### src/rtl/button_bounce_gen.sv
// Push-button emulator: turns press/release strobes into an active-low pin
// waveform with LFSR-timed contact bounce, followed by a settled hold period.
module button_bounce_gen #(
   parameter int          BOUNCE_CNT = 3,
   parameter int          GAP_W      = 3,
   parameter int          SETTLE     = 16,
   parameter logic [15:0] LFSR_SEED  = 16'hACE1
) (
   input  logic clk_i,
   input  logic rst_i,
   input  logic press_i,
   input  logic release_i,
   output logic btn_o,
   output logic busy_o,
   output logic pressed_o,
   output logic done_o
);

   localparam logic [15:0] SEED_EFF = (LFSR_SEED == 16'h0000) ? 16'h0001 : LFSR_SEED;
   localparam int          SET_W    = $clog2(SETTLE + 1);
   localparam int          CNT_W    = (GAP_W + 1 > SET_W) ? GAP_W + 1 : SET_W;
   localparam logic [4:0]  EDGES    = 5'(2 * BOUNCE_CNT);
   localparam logic [CNT_W-1:0] SETTLE_C = CNT_W'(SETTLE);

   typedef enum logic [1:0] {
      S_IDLE,
      S_BOUNCE,
      S_SETTLE
   } state_t;

   state_t           state_reg;
   logic [15:0]      lfsr_reg;
   logic             lfsr_fb;
   logic             target_reg;
   logic [4:0]       edges_left_reg;
   logic [CNT_W-1:0] cnt_reg;
   logic [CNT_W-1:0] gap_val;
   logic             accept_press;
   logic             accept_release;

   // x^16 + x^14 + x^13 + x^11 + 1
   assign lfsr_fb        = lfsr_reg[15] ^ lfsr_reg[13] ^ lfsr_reg[12] ^ lfsr_reg[10];
   assign gap_val        = CNT_W'(lfsr_reg[GAP_W-1:0]) + CNT_W'(1);
   assign accept_press   = press_i & ~pressed_o;
   assign accept_release = release_i & pressed_o;

   always_ff @(posedge clk_i) begin
      if (rst_i) begin
         state_reg      <= S_IDLE;
         lfsr_reg       <= SEED_EFF;
         target_reg     <= 1'b1;
         edges_left_reg <= '0;
         cnt_reg        <= '0;
         btn_o          <= 1'b1;
         busy_o         <= 1'b0;
         pressed_o      <= 1'b0;
         done_o         <= 1'b0;
      end else begin
         lfsr_reg <= {lfsr_reg[14:0], lfsr_fb};
         done_o   <= 1'b0;
         case (state_reg)
            S_IDLE: begin
               // At most one of the two accepts can be true, chosen by pressed_o.
               if (accept_press || accept_release) begin
                  target_reg     <= accept_release;
                  btn_o          <= accept_release;
                  busy_o         <= 1'b1;
                  edges_left_reg <= EDGES;
                  if (EDGES != 5'd0) begin
                     state_reg <= S_BOUNCE;
                     cnt_reg   <= gap_val;
                  end else begin
                     state_reg <= S_SETTLE;
                     cnt_reg   <= SETTLE_C;
                  end
               end
            end
            S_BOUNCE: begin
               if (cnt_reg > CNT_W'(1)) begin
                  cnt_reg <= cnt_reg - CNT_W'(1);
               end else begin
                  btn_o          <= ~btn_o;
                  edges_left_reg <= edges_left_reg - 5'd1;
                  if (edges_left_reg == 5'd1) begin
                     state_reg <= S_SETTLE;
                     cnt_reg   <= SETTLE_C;
                  end else begin
                     cnt_reg <= gap_val;
                  end
               end
            end
            S_SETTLE: begin
               if (cnt_reg > CNT_W'(1)) begin
                  cnt_reg <= cnt_reg - CNT_W'(1);
               end else begin
                  done_o    <= 1'b1;
                  pressed_o <= ~target_reg;
                  busy_o    <= 1'b0;
                  state_reg <= S_IDLE;
               end
            end
            default: state_reg <= S_IDLE;
         endcase
      end
   end

endmodule

### config.mk
export PLATFORM = sky130hd
export DESIGN_NAME = button_bounce_gen
export DESIGN_NICKNAME = d
export VERILOG_FILES = /design/src/rtl/button_bounce_gen.sv
export SDC_FILE = /design/constraint.sdc
export NUM_CORES = 1
export LEC_CHECK = 0
export BUFFER_PORTS_ARGS = -buffer_cell sky130_fd_sc_hd__buf_2
export CAP_MARGIN = 10
export CORE_MARGIN = 3
export CORE_UTILIZATION = 40
export CTS_BUF_LIST = sky130_fd_sc_hd__clkbuf_8
export DETAILED_ROUTE_END_ITERATION = 6
export HOLD_SLACK_MARGIN = 0.05
export SLEW_MARGIN = 30
export SYNTH_ARGS = -nofsm -noshare
export SYNTH_HDL_FRONTEND = slang
export SYNTH_SLANG_ARGS = --single-unit
### constraint.sdc
create_clock -name clk_i -period 2.3 [get_ports clk_i]
set_clock_uncertainty 0.2 [all_clocks]
set_input_delay 0.115 -clock clk_i [delete_from_list [all_inputs] [get_ports clk_i]]
set_output_delay 0.115 -clock clk_i [all_outputs]
set_load 0.01 [all_outputs]
**After elaboration in Yosys (flattened, before gate mapping)**

Cells that the tools add are included.

- Bits in registers: 33
- Logic and storage cells: 63
- Bits of input ports: 4
- Output and inout port bits: 4

- Reductions and logical operators: 12
- Magnitude comparators: 1
- Equal/unequal tests: 8
- Bitwise logic cells: 10
- Mux-type cells: 20
- Add/subtract/negate cells: 3

Operator list:

| cell | number |
|---|---|
| $mux W5 | 6 |
| $pmux W5 S3 | 1 |
| $ne A2 B2 Y1 const B | 5 |
| $pmux W5 S2 | 1 |
| $sub A5 B1 Y5 const B | 2 |
| $reduce_and A3 Y1 | 3 |
| $mux W2 | 4 |
| $pmux W2 S3 | 1 |
| $eq A5 B1 Y1 const B | 1 |
| $gt A5 B1 Y1 const B | 1 |
| $mux W1 | 5 |
| $not A1 Y1 | 5 |
| $add A3 B1 Y4 const B | 1 |
| $pmux W1 S2 | 2 |
| $reduce_and A2 Y1 | 2 |
| $reduce_and A4 Y1 | 1 |
| $reduce_bool A2 Y1 | 2 |
| $reduce_bool A3 Y1 | 1 |
| $xor A1 B1 Y1 | 3 |
| $and A1 B1 Y1 | 2 |
| $eq A2 B1 Y1 const B | 1 |
| $eq A2 B2 Y1 const B | 1 |
| $logic_not A2 Y1 | 1 |
| $reduce_or A2 Y1 | 1 |
| $logic_or A1 B1 Y1 | 1 |

**Logic depth before layout (Yosys ltp)**

Gate-level depths: netlist (run 1).

- Word-level depth: 5
- Gate-level depth with buffers: 8
- Gate-level depth less buffers: 7

**Worst setup path after synthesis (run 1)**

No wires, ideal clock.

- Kind: register to register
- Start point: register cnt_reg[0]
- End point: register state_reg[0]
- Library setup time: 116 ps
- Data required time: 1984 ps
- Path buffers: 0
- Stages on the path, launching flop included: 7
- Slack: 193 ps
- Arrival: 1791 ps
- Clock period less this slack: 2107 ps
- Path through: dfxtp_1 -> ha_1 -> o21ba_2 -> or4_1 -> a211oi_1 -> a2111oi_0 -> a31o_2

- Word-level cells in the longest chain between the ends: 3
- Elaborated cells on any way between the ends: 4
- Those cells by class: order compare (1); eq/ne (2); reduce/logical (1)

Ends and longest elaborated chain:

| item | line | text |
|---|---|---|
| from (decl) | 36 | `logic [CNT_W-1:0] cnt_reg;` |
| from (signal assigned) | 71 | `cnt_reg <= gap_val;` |
| from (signal assigned) | 80 | `cnt_reg <= cnt_reg - CNT_W'(1);` |
| from (signal assigned) | 88 | `cnt_reg <= gap_val;` |
| $gt A5 B1 Y1 * | 79, 93 |  |
| $ne A2 B2 Y1 (no source line) | - |  |
| $reduce_and A4 Y1 (no source line) * | - |  |
| to (signal assigned) | 85 | `state_reg <= S_SETTLE;` |
| to (signal assigned) | 99 | `state_reg <= S_IDLE;` |
| to (signal assigned) | 102 | `default: state_reg <= S_IDLE;` |
| to (decl) | 31 | `state_t state_reg;` |

Every way passes the cells marked *; elsewhere a longest branch is shown, timed or not.
A chain may end at the register's enable or synchronous reset.

**Worst setup path in the final report (run 1)**

- Start point: register cnt_reg[1]
- End point: register cnt_reg[4]

- Word-level cells in the longest chain between the ends: 3
- Elaborated cells on any way between the ends: 7
- Those cells by class: add/sub (1); order compare (1); eq/ne (1); mux (3); reduce/logical (1)

Ends and longest elaborated chain:

| item | line | text |
|---|---|---|
| $sub A5 B1 Y5 or $gt A5 B1 Y1 (tied branches) | - |  |
| $mux W5 (tied with other cells) | 93 | `if (cnt_reg > CNT_W'(1)) begin` |
| $pmux W5 S3 or $reduce_and A3 Y1 (tied branches) | - |  |

Several ways; a longest one is shown, not always the timed one. The select of a mux whose other input is x is not followed.

==> flow_summary.ini, run 1 <==
[cts]
clock_insertion_delay_worst_skew_ns = 0.29
numClockSinks = 33
clock_tree.root_cell = sky130_fd_sc_hd__clkbuf_8
path_clk_slew_ns = 0.07
cts_tree = yes
htree_num_levels = 2
cts_made_buffers = 5
ctsLongestPathBuffers = 2

[worst_setup_path]
path_max_fanout = 4
critical_path_required_ns = 2.25
worst_setup_path_end_kind = flip-flop
critPathLaunchType = flip-flop
critical_path_class = flip-flop to flip-flop
timing.critical_path.arrival_ns = 2.16

[routing]
drt-initial-drc-count = 78
drt-vias-per-instance = 5.26
dr.pass1.iters = 4
drc_errors = 0
drtAntennaViolNets = 0
finalWirelength_um = 3070
wire_length_per_cell_um = 13.1
via_count = 1232

[min_path]
worst_hold_path_type = input port to flip-flop

[die]
die_outline_area_um2 = 4580
floorplan.io_pins = 8
effective_utilization_at_floorplan = 0.436
die_height_um = 67.7
num_rows = 21
core_box_area_um2 = 3490
die_x_um = 67.7

[timing]
post-route-period-util = 0.958
fin_crit_ns = 2.20
setup_total_negative_slack_ns = 0
setup-violations-final = 0
hold-worst-slack_ns = 0.0831
setup_repair_after_global_routing_missed_its_margin = false
relSlewSlack = 0.660
maxSlewViolCount = 0
finalHoldViolations = 0
max_freq_mhz = 454
worstMarginPinSlew_ns = 0.510

[logic_synthesis]
number_of_enable_type_register_cells_in_the_synthesized_netlist = 0
number_of_different_library_cells_in_the_post_synthesis_netlist = 41
top_reg_cell_synth = sky130_fd_sc_hd__dfxtp_1
count_of_state_elements_after_synthesis = 33
synth_seq_area_share = 0.434
mappedNetlistNets = 183
cell_area_synth_um2 = 1520
asyncSetResetFlopFracSynth = 0
synthesis.instances = 170
synth_area_per_cell_um2 = 8.96
synthesis.yosys.warnings = 0

[pwr]
power.static_leakage_nw = 0.714
max-vdd-ir-drop_mv = 0.414
power.density_cell_area_nw_per_um2 = 1150

[status]
run_status = finished clean

[layout]
post-route-util = 0.501
antennaDiodeCount = 0
finalNonFillerCells = 234
number_of_flip_flops_in_the_largest_register = 16
layout-area-overhead-vs-synth_pct = 15.0
finish.net_count = 200
drive_gt1_frac = 0.197
fillerInstances = 343

[global_route]
grt_antenna_before_repair = 0
grtUsageTotal = 0.163
grt_first_pass_wirelength_um = 5500
total_overflow_reported_by_the_global_router = 0
pin_count_of_the_biggest_net_entering_global_routing = 33
number_of_global_route_vias_before_repair = 1210

[place]
hpwl_um = 2200
globalplace.congestion = 0.853
numPortBuffers = 7
cell_count_post_placement = 224

[job]
max-cap-violations = 0
==> timing repair <==
item	in CTS	in global routing
hold buffers	2	0
setup endpoints to repair	0	4
resized for setup	0	2
hold endpoints to repair	1	0
setup buffers	0	0
==> routing by layer <==
layer  GRT usage  vias up  share of wire
li1            -      626              -
met1       0.197      583           0.48
met3      0.0632        2          0.042
met5           0        -              0
met4      0.0886        0          0.012
met2       0.245       21           0.47
==> critical path: stages (launching register included) <==
cell	delay, ns
sky130_fd_sc_hd__dfxtp_1	0.33
sky130_fd_sc_hd__inv_1	0.11
sky130_fd_sc_hd__ha_2	0.23
sky130_fd_sc_hd__or3b_2	0.48
sky130_fd_sc_hd__nand2_1	0.08
sky130_fd_sc_hd__o21ai_0	0.10
sky130_fd_sc_hd__a222oi_1	0.39
sky130_fd_sc_hd__o21ai_0	0.14
==> placed cells by master, fill, tap and decap left out, types with 2 or more instances in the layout <==
master / Yosys / final
sky130_fd_sc_hd__dlygate4sd3_1: 0 / 2
sky130_fd_sc_hd__ha_1: 9 / 8
sky130_fd_sc_hd__xnor2_1: 3 / 3
sky130_fd_sc_hd__nor2_1: 14 / 14
sky130_fd_sc_hd__nand4_1: 2 / 2
sky130_fd_sc_hd__or2_2: 8 / 8
sky130_fd_sc_hd__inv_1: 9 / 9
sky130_fd_sc_hd__dfxtp_1: 33 / 33
sky130_fd_sc_hd__a21oi_1: 10 / 10
sky130_fd_sc_hd__buf_2: 0 / 7
sky130_fd_sc_hd__nand3b_1: 2 / 2
sky130_fd_sc_hd__o21bai_1: 2 / 2
sky130_fd_sc_hd__nand3_1: 4 / 4
sky130_fd_sc_hd__or4_1: 2 / 2
sky130_fd_sc_hd__clkinv_2: 0 / 2
sky130_fd_sc_hd__nor2b_1: 8 / 8
sky130_fd_sc_hd__a211o_1: 2 / 2
sky130_fd_sc_hd__o21ai_0: 9 / 9
sky130_fd_sc_hd__nand2_1: 14 / 14
sky130_fd_sc_hd__o22ai_1: 2 / 2
sky130_fd_sc_hd__a211oi_1: 5 / 4
sky130_fd_sc_hd__buf_4: 0 / 7
sky130_fd_sc_hd__clkbuf_8: 0 / 5
sky130_fd_sc_hd__xor2_1: 4 / 4
sky130_fd_sc_hd__nor3_1: 3 / 3
==> cell type report <==
class,count,area (um2),area share
clock buffer,5,68.8,0.0393
clock inverter,3,17.5,0.0100
inverter,9,33.8,0.0193
multi-input combinational,122,806,0.460
sequential,33,661,0.377
tap,46,57.6,0.0329
timing repair buffer,16,108,0.0614
==> power breakdown <==
part	internal, mW	switching, mW	leakage [nW]	total [mW]
combinational	0.371	0.444	0.397	0.816
clock	0.208	0.211	0.0439	0.420
sequential	0.676	0.0966	0.273	0.772
==> path summary, 6_finish.rpt <==
path,start,endpoint,slack [ns],cells after the start
worst max-delay path,cnt_reg[1]$_SDFFE_PP0P_,cnt_reg[4]$_SDFFE_PP0P_,0.1,7
worst max register to register,cnt_reg[1]$_SDFFE_PP0P_,cnt_reg[4]$_SDFFE_PP0P_,0.1,7
worst min-delay path,rst_i,busy_o$_SDFFE_PP0P_,0.08,2
worst min register to register,lfsr_reg[6]$_SDFF_PP1_,lfsr_reg[7]$_SDFF_PP1_,0.21,1
==> cell families (layout without fill, tap and decap cells) <==
logic type / after synthesis / count (layout) / share of synthesized area
AOI/OAI and AO/OA: 40 / 40 / 0.172
xor gates and xnor gates: 7 / 7 / 0.0403
adders and majority gates: 9 / 9 / 0.0740
buffers and inverters: 15 / 33 / 0.0419
DFF: 33 / 33 / 0.434
muxes: 2 / 2 / 0.0140
and+or+nand+nor: 64 / 64 / 0.224
==> synth_stat cells, drive strengths merged, types with 5 or more instances <==
library cell | count | area share
dfxtp | 33 | 0.43
nand2 | 14 | 0.035
nor2 | 14 | 0.035
a21oi | 10 | 0.033
o21ai | 10 | 0.033
ha | 9 | 0.074
inv | 9 | 0.022
nor2b | 8 | 0.033
or2 | 8 | 0.033
a211oi | 5 | 0.025
clkbuf | 5 | 0.012
==> stage by stage <==
step           power (mW)  cell area (um2)  setup WS (ns)
6_report             2.01             1750         0.0976
5_1_grt              2.18             1750        0.00714
4_1_cts              2.01             1740         0.0790
3_5_place_dp         1.58             1640         0.0962
3_3_place_gp         1.55             1640          0.217
2_1_floorplan        1.35             1520          0.193
No activity file was read; power rests on OpenSTA's default activity.
==> run 2, diff against run 1 <==
CELL_PAD_IN_SITES_DETAIL_PLACEMENT = 1   (was default)
CELL_PAD_IN_SITES_GLOBAL_PLACEMENT = 2   (was default)
CORE_UTILIZATION = 25   (was 40)
PLACE_DENSITY_LB_ADDON = 0.1   (was default)
==> flow_summary.ini, run 2 (synthesis gave the netlist of run 1 again) <==
[place]
globalplace.congestion = 0.746
hpwl_um = 2630
cell_count_post_placement = 252
place_area_um2 = 1690
numPortBuffers = 7

[cts]
cts_made_buffers = 5
ctsLongestPathBuffers = 2
clock_insertion_delay_worst_skew_ns = 0.28
numClockSinks = 33
cts_tree = yes
path_clk_slew_ns = 0.07
clock_tree.root_cell = sky130_fd_sc_hd__clkbuf_8
htree_num_levels = 2

[routing]
wire_length_per_cell_um = 13.9
drt-vias-per-instance = 4.70
drtAntennaViolNets = 0
drc_errors = 0
dr.pass1.iters = 4
via_count = 1232
drt-initial-drc-count = 33
finalWirelength_um = 3650

[worst_setup_path]
critical_path_class = flip-flop to flip-flop
worst_setup_path_end_kind = flip-flop
critPathLaunchType = flip-flop
timing.critical_path.arrival_ns = 2.09
path_cells = inv_1, ha_1, o21ba_2, nor4_1, buf_4, a211o_4, o21ai_0, a21oi_1
worst_path_max_delay_cell = sky130_fd_sc_hd__dfxtp_1
critical_path_required_ns = 2.24
cp_slowest_stage_delay_ns = 0.37
path_max_fanout = 7

[layout]
drive_gt1_frac = 0.211
finalNonFillerCells = 262
number_of_flip_flops_in_the_largest_register = 16
antennaDiodeCount = 0
final_common_cell = sky130_fd_sc_hd__dfxtp_1
finish.net_count = 202
final_area_um2 = 1810
most-common-layout-cells = sky130_fd_sc_hd__dfxtp_1 (32), sky130_fd_sc_hd__nand2_1 (14), sky130_fd_sc_hd__nor2_1 (14), sky130_fd_sc_hd__inv_1 (10), sky130_fd_sc_hd__a21oi_1 (10)
layout-area-overhead-vs-synth_pct = 18.6
fillerInstances = 681

[pwr]
max-vdd-ir-drop_mv = 0.292
power.density_cell_area_nw_per_um2 = 1150
power.static_leakage_nw = 0.730
p_total_mw = 2.07

[timing]
hold-worst-slack_ns = 0.125
max_freq_mhz = 466
setup_total_negative_slack_ns = 0
maxSlewViolCount = 0
worstMarginPinSlew_ns = 0.574
fin_crit_ns = 2.15
setup-violations-final = 0
finalHoldViolations = 0
post-route-period-util = 0.933
setup_repair_after_global_routing_missed_its_margin = false
relSlewSlack = 0.617

[die]
die_outline_area_um2 = 7060
die_x_um = 84.0
effective_utilization_at_floorplan = 0.267
floorplan.io_pins = 8
core_box_area_um2 = 5710
num_rows = 27
die_height_um = 84.0

[global_route]
grt_antenna_before_repair = 0
pin_count_of_the_biggest_net_entering_global_routing = 33
grt_use_met3 = 0.0296
number_of_global_route_vias_before_repair = 1277
grt_first_pass_wirelength_um = 6190
total_overflow_reported_by_the_global_router = 0
global_route.peak_usage_layer = met2
met2_usage = 0.180
grtUsageMet1 = 0.134
grtUsageTotal = 0.111

[job]
max-cap-violations = 0

[min_path]
worst_hold_path_type = input port to flip-flop

[status]
run_status = finished clean
==> run 2: changes by cell type in the layout (fill, tap and decap cells not counted) <==
cell                         before  now
sky130_fd_sc_hd__clkinvlp_4       1    0
sky130_fd_sc_hd__o21ai_1          1    2
sky130_fd_sc_hd__a211o_1          2    1
sky130_fd_sc_hd__o21ai_0          9    8
sky130_fd_sc_hd__dfxtp_2          0    1
sky130_fd_sc_hd__inv_1            9   10
sky130_fd_sc_hd__buf_4            7    9
sky130_fd_sc_hd__a211o_4          0    1
sky130_fd_sc_hd__dfxtp_1         33   32
==> run 2: final timing paths <==
path | startpoint | end | slack, ns | cells after the start
setup / recovery | cnt_reg[1]$_SDFFE_PP0P_ | cnt_reg[2]$_SDFFE_PP0P_ | 0.15 | 8
hold / removal | rst_i | lfsr_reg[4]$_SDFF_PP0_ | 0.12 | 2
setup reg to reg | cnt_reg[1]$_SDFFE_PP0P_ | cnt_reg[2]$_SDFFE_PP0P_ | 0.15 | 8
hold reg to reg | lfsr_reg[14]$_SDFF_PP0_ | lfsr_reg[15]$_SDFF_PP1_ | 0.21 | 1
==> run 2: timing repair <==
| item | in CTS | in global routing |
|---|---|---|
| hold endpoints to repair | 1 | 0 |
| buffers inserted | 0 | 0 |
| resized for setup | 0 | 5 |
| endpoints found under the setup margin | 0 | 6 |
| hold buffers | 2 | 0 |
==> run 2: routing by layer <==
metal / up-vias / routed length [um]
li1: 628 / -
met1: 592 / 1740
met2: 8 / 1760
met3: 4 / 87
met4: 0 / 52
met5: - / 0
==> run 2: where the power goes <==
group          switching, mW  internal, mW
Sequential            0.0969         0.677
Clock                  0.210         0.205
Combinational          0.473         0.405
==> run 2: metrics by stage <==
| stage | util | worst slack [ns] |
|---|---|---|
| finish | 0.316 | 0.155 |
| global route | 0.316 | 0.0114 |
| CTS | 0.313 | 0.0608 |
| detailed placement | 0.295 | 0.0910 |
| global placement | 0.295 | 0.181 |
| floorplan | - | 0.193 |
==> run 2: area by class of cell <==
| type | instances | area (um2) | area share |
|---|---|---|---|
| clock buffer | 5 | 68.8 | 0.0381 |
| clock inverter | 3 | 13.8 | 0.00762 |
| inverter | 9 | 33.8 | 0.0187 |
| multi-input combinational | 122 | 815 | 0.451 |
| sequential | 33 | 662 | 0.367 |
| tap | 72 | 90.1 | 0.0499 |
| timing repair buffer | 18 | 123 | 0.0679 |
==> run 2: worst max-delay path: cells and delay by family, from the launching register on <==
kind	cells	cell delay [ns]
buffers and inverters	2	0.26
adders and majority gates	1	0.19
DFF	1	0.37
and+or+nand+nor	1	0.06
AOI/OAI and AO/OA	4	0.93
==> run 3, diff against run 2 <==
SETUP_SLACK_MARGIN = 0.5   (was default)
==> flow_summary.ini, run 3 (synthesis gave the netlist of run 1 again) <==
[cts]
clock_insertion_delay_worst_skew_ns = 0.29
ctsLongestPathBuffers = 2
cts_tree = yes
htree_num_levels = 2
clock_tree.root_cell = sky130_fd_sc_hd__clkbuf_8
cts_made_buffers = 5
path_clk_slew_ns = 0.07
numClockSinks = 33

[worst_setup_path]
critical_path_required_ns = 2.30
timing.critical_path.arrival_ns = 2.05
cp_slowest_stage_delay_ns = 0.47
path_max_fanout = 4
ff2ff_setup_slack_ns = 0.25
worst_setup_path_end_kind = flip-flop
path_cells = inv_2, ha_4, or4b_4, o31a_1, o22ai_1, nor2_1, a211oi_2
worst_path_max_delay_cell = sky130_fd_sc_hd__or4b_4
critical_path_class = flip-flop to flip-flop
critPathLaunchType = flip-flop

[die]
effective_utilization_at_floorplan = 0.267
die_outline_area_um2 = 7060
die_height_um = 84.0
core_box_area_um2 = 5710
die_x_um = 84.0
num_rows = 27
floorplan.io_pins = 8

[global_route]
grtUsageTotal = 0.122
total_overflow_reported_by_the_global_router = 0
number_of_global_route_vias_before_repair = 1425
grt_first_pass_wirelength_um = 6910
pin_count_of_the_biggest_net_entering_global_routing = 33
grt_antenna_before_repair = 0

[place]
place_area_um2 = 1690
hpwl_um = 2590
globalplace.congestion = 0.741
numPortBuffers = 7

[timing]
setup_total_negative_slack_ns = 0
maxSlewViolCount = 0
worstMarginPinSlew_ns = 0.575
post-route-period-util = 0.891
fin_crit_ns = 2.05
max_freq_mhz = 488
finalHoldViolations = 0
hold-worst-slack_ns = 0.113
relSlewSlack = 0.617
setup_repair_after_global_routing_missed_its_margin = true
setup-violations-final = 0

[pwr]
power.density_cell_area_nw_per_um2 = 1240
max-vdd-ir-drop_mv = 0.356
power.static_leakage_nw = 0.835

[layout]
antennaDiodeCount = 0
finish.net_count = 216
drive_gt1_frac = 0.392
final_area_um2 = 2110
most-common-layout-cells = sky130_fd_sc_hd__dfxtp_1 (27), sky130_fd_sc_hd__buf_4 (20), sky130_fd_sc_hd__nor2_1 (13), sky130_fd_sc_hd__nand2_1 (12), sky130_fd_sc_hd__a21oi_1 (10)
final_common_cell = sky130_fd_sc_hd__dfxtp_1
fillerInstances = 670
number_of_flip_flops_in_the_largest_register = 16
layout-area-overhead-vs-synth_pct = 38.7

[routing]
via_count = 1339
dr.pass1.iters = 4
finalWirelength_um = 4160
drc_errors = 0
drt-initial-drc-count = 62
drt-vias-per-instance = 4.85
wire_length_per_cell_um = 15.1
drtAntennaViolNets = 0

[min_path]
worst_hold_path_type = input port to flip-flop

[status]
run_status = finished clean

[job]
max-cap-violations = 0
==> run 3: per-stage QoR <==
step	power, mW	utilization	worst slack (ns)	instances
floorplan	1.38	-	0.337	170
global placement	1.63	0.296	0.152	250
detailed placement	1.63	0.296	0.117	250
CTS	2.45	0.350	0.238	271
global route	2.82	0.370	0.139	276
finish	2.62	0.370	0.250	276
==> run 3: worst max-delay path: cells and delay by family (launching register included) <==
family | cells | cell delay (ns)
flip-flops | 1 | 0.34
adder cells (fa/ha/maj) | 1 | 0.12
AND/OR/NAND/NOR | 2 | 0.54
buffers and inverters | 1 | 0.07
AO/OA/AOI/OAI | 3 | 0.69
==> run 3: layout make-up <==
cell class                 count  area, um2  area share
sequential                    33        671       0.318
inverter                       9       33.8      0.0160
timing repair buffer          32        239       0.113
tap                           72       90.1      0.0427
multi-input combinational    122        958       0.454
clock inverter                 2       37.5      0.0178
clock buffer                   6       82.6      0.0391
==> run 3: final timing paths <==
| check | startpoint | end | cells after the start |
|---|---|---|---|
| worst max-delay path | state_reg[1]$_SDFFE_PP0P_ | cnt_reg[0]$_SDFFE_PP0P_ | 7 |
| worst min register to register | lfsr_reg[9]$_SDFF_PP0_ | lfsr_reg[10]$_SDFF_PP1_ | 1 |
| worst min-delay path | rst_i | busy_o$_SDFFE_PP0P_ | 2 |
| worst max register to register | state_reg[1]$_SDFFE_PP0P_ | cnt_reg[0]$_SDFFE_PP0P_ | 7 |
==> run 3: repair_timing <==
action                                  CTS  global route
pin swaps                                12            18
gates resized for setup                  22            20
hold buffers                              2             0
hold endpoints to repair                  1             0
buffers inserted                         11             5
endpoints found under the setup margin   14            15
==> run 3: power by group <==
group	internal [mW]	switching, mW	leakage, nW	total, mW
clock network	0.352	0.231	0.0574	0.584
logic	0.616	0.621	0.501	1.24
registers	0.683	0.112	0.276	0.795
==> run 3: per-layer routing <==
| metal | share of wire | track usage | vias to the layer above |
|---|---|---|---|
| met5 | 0 | 0 | - |
| met4 | 0.0051 | 0.0482 | 0 |
| met3 | 0.026 | 0.0306 | 2 |
| met2 | 0.50 | 0.203 | 15 |
| met1 | 0.47 | 0.148 | 664 |
| li1 | - | - | 658 |
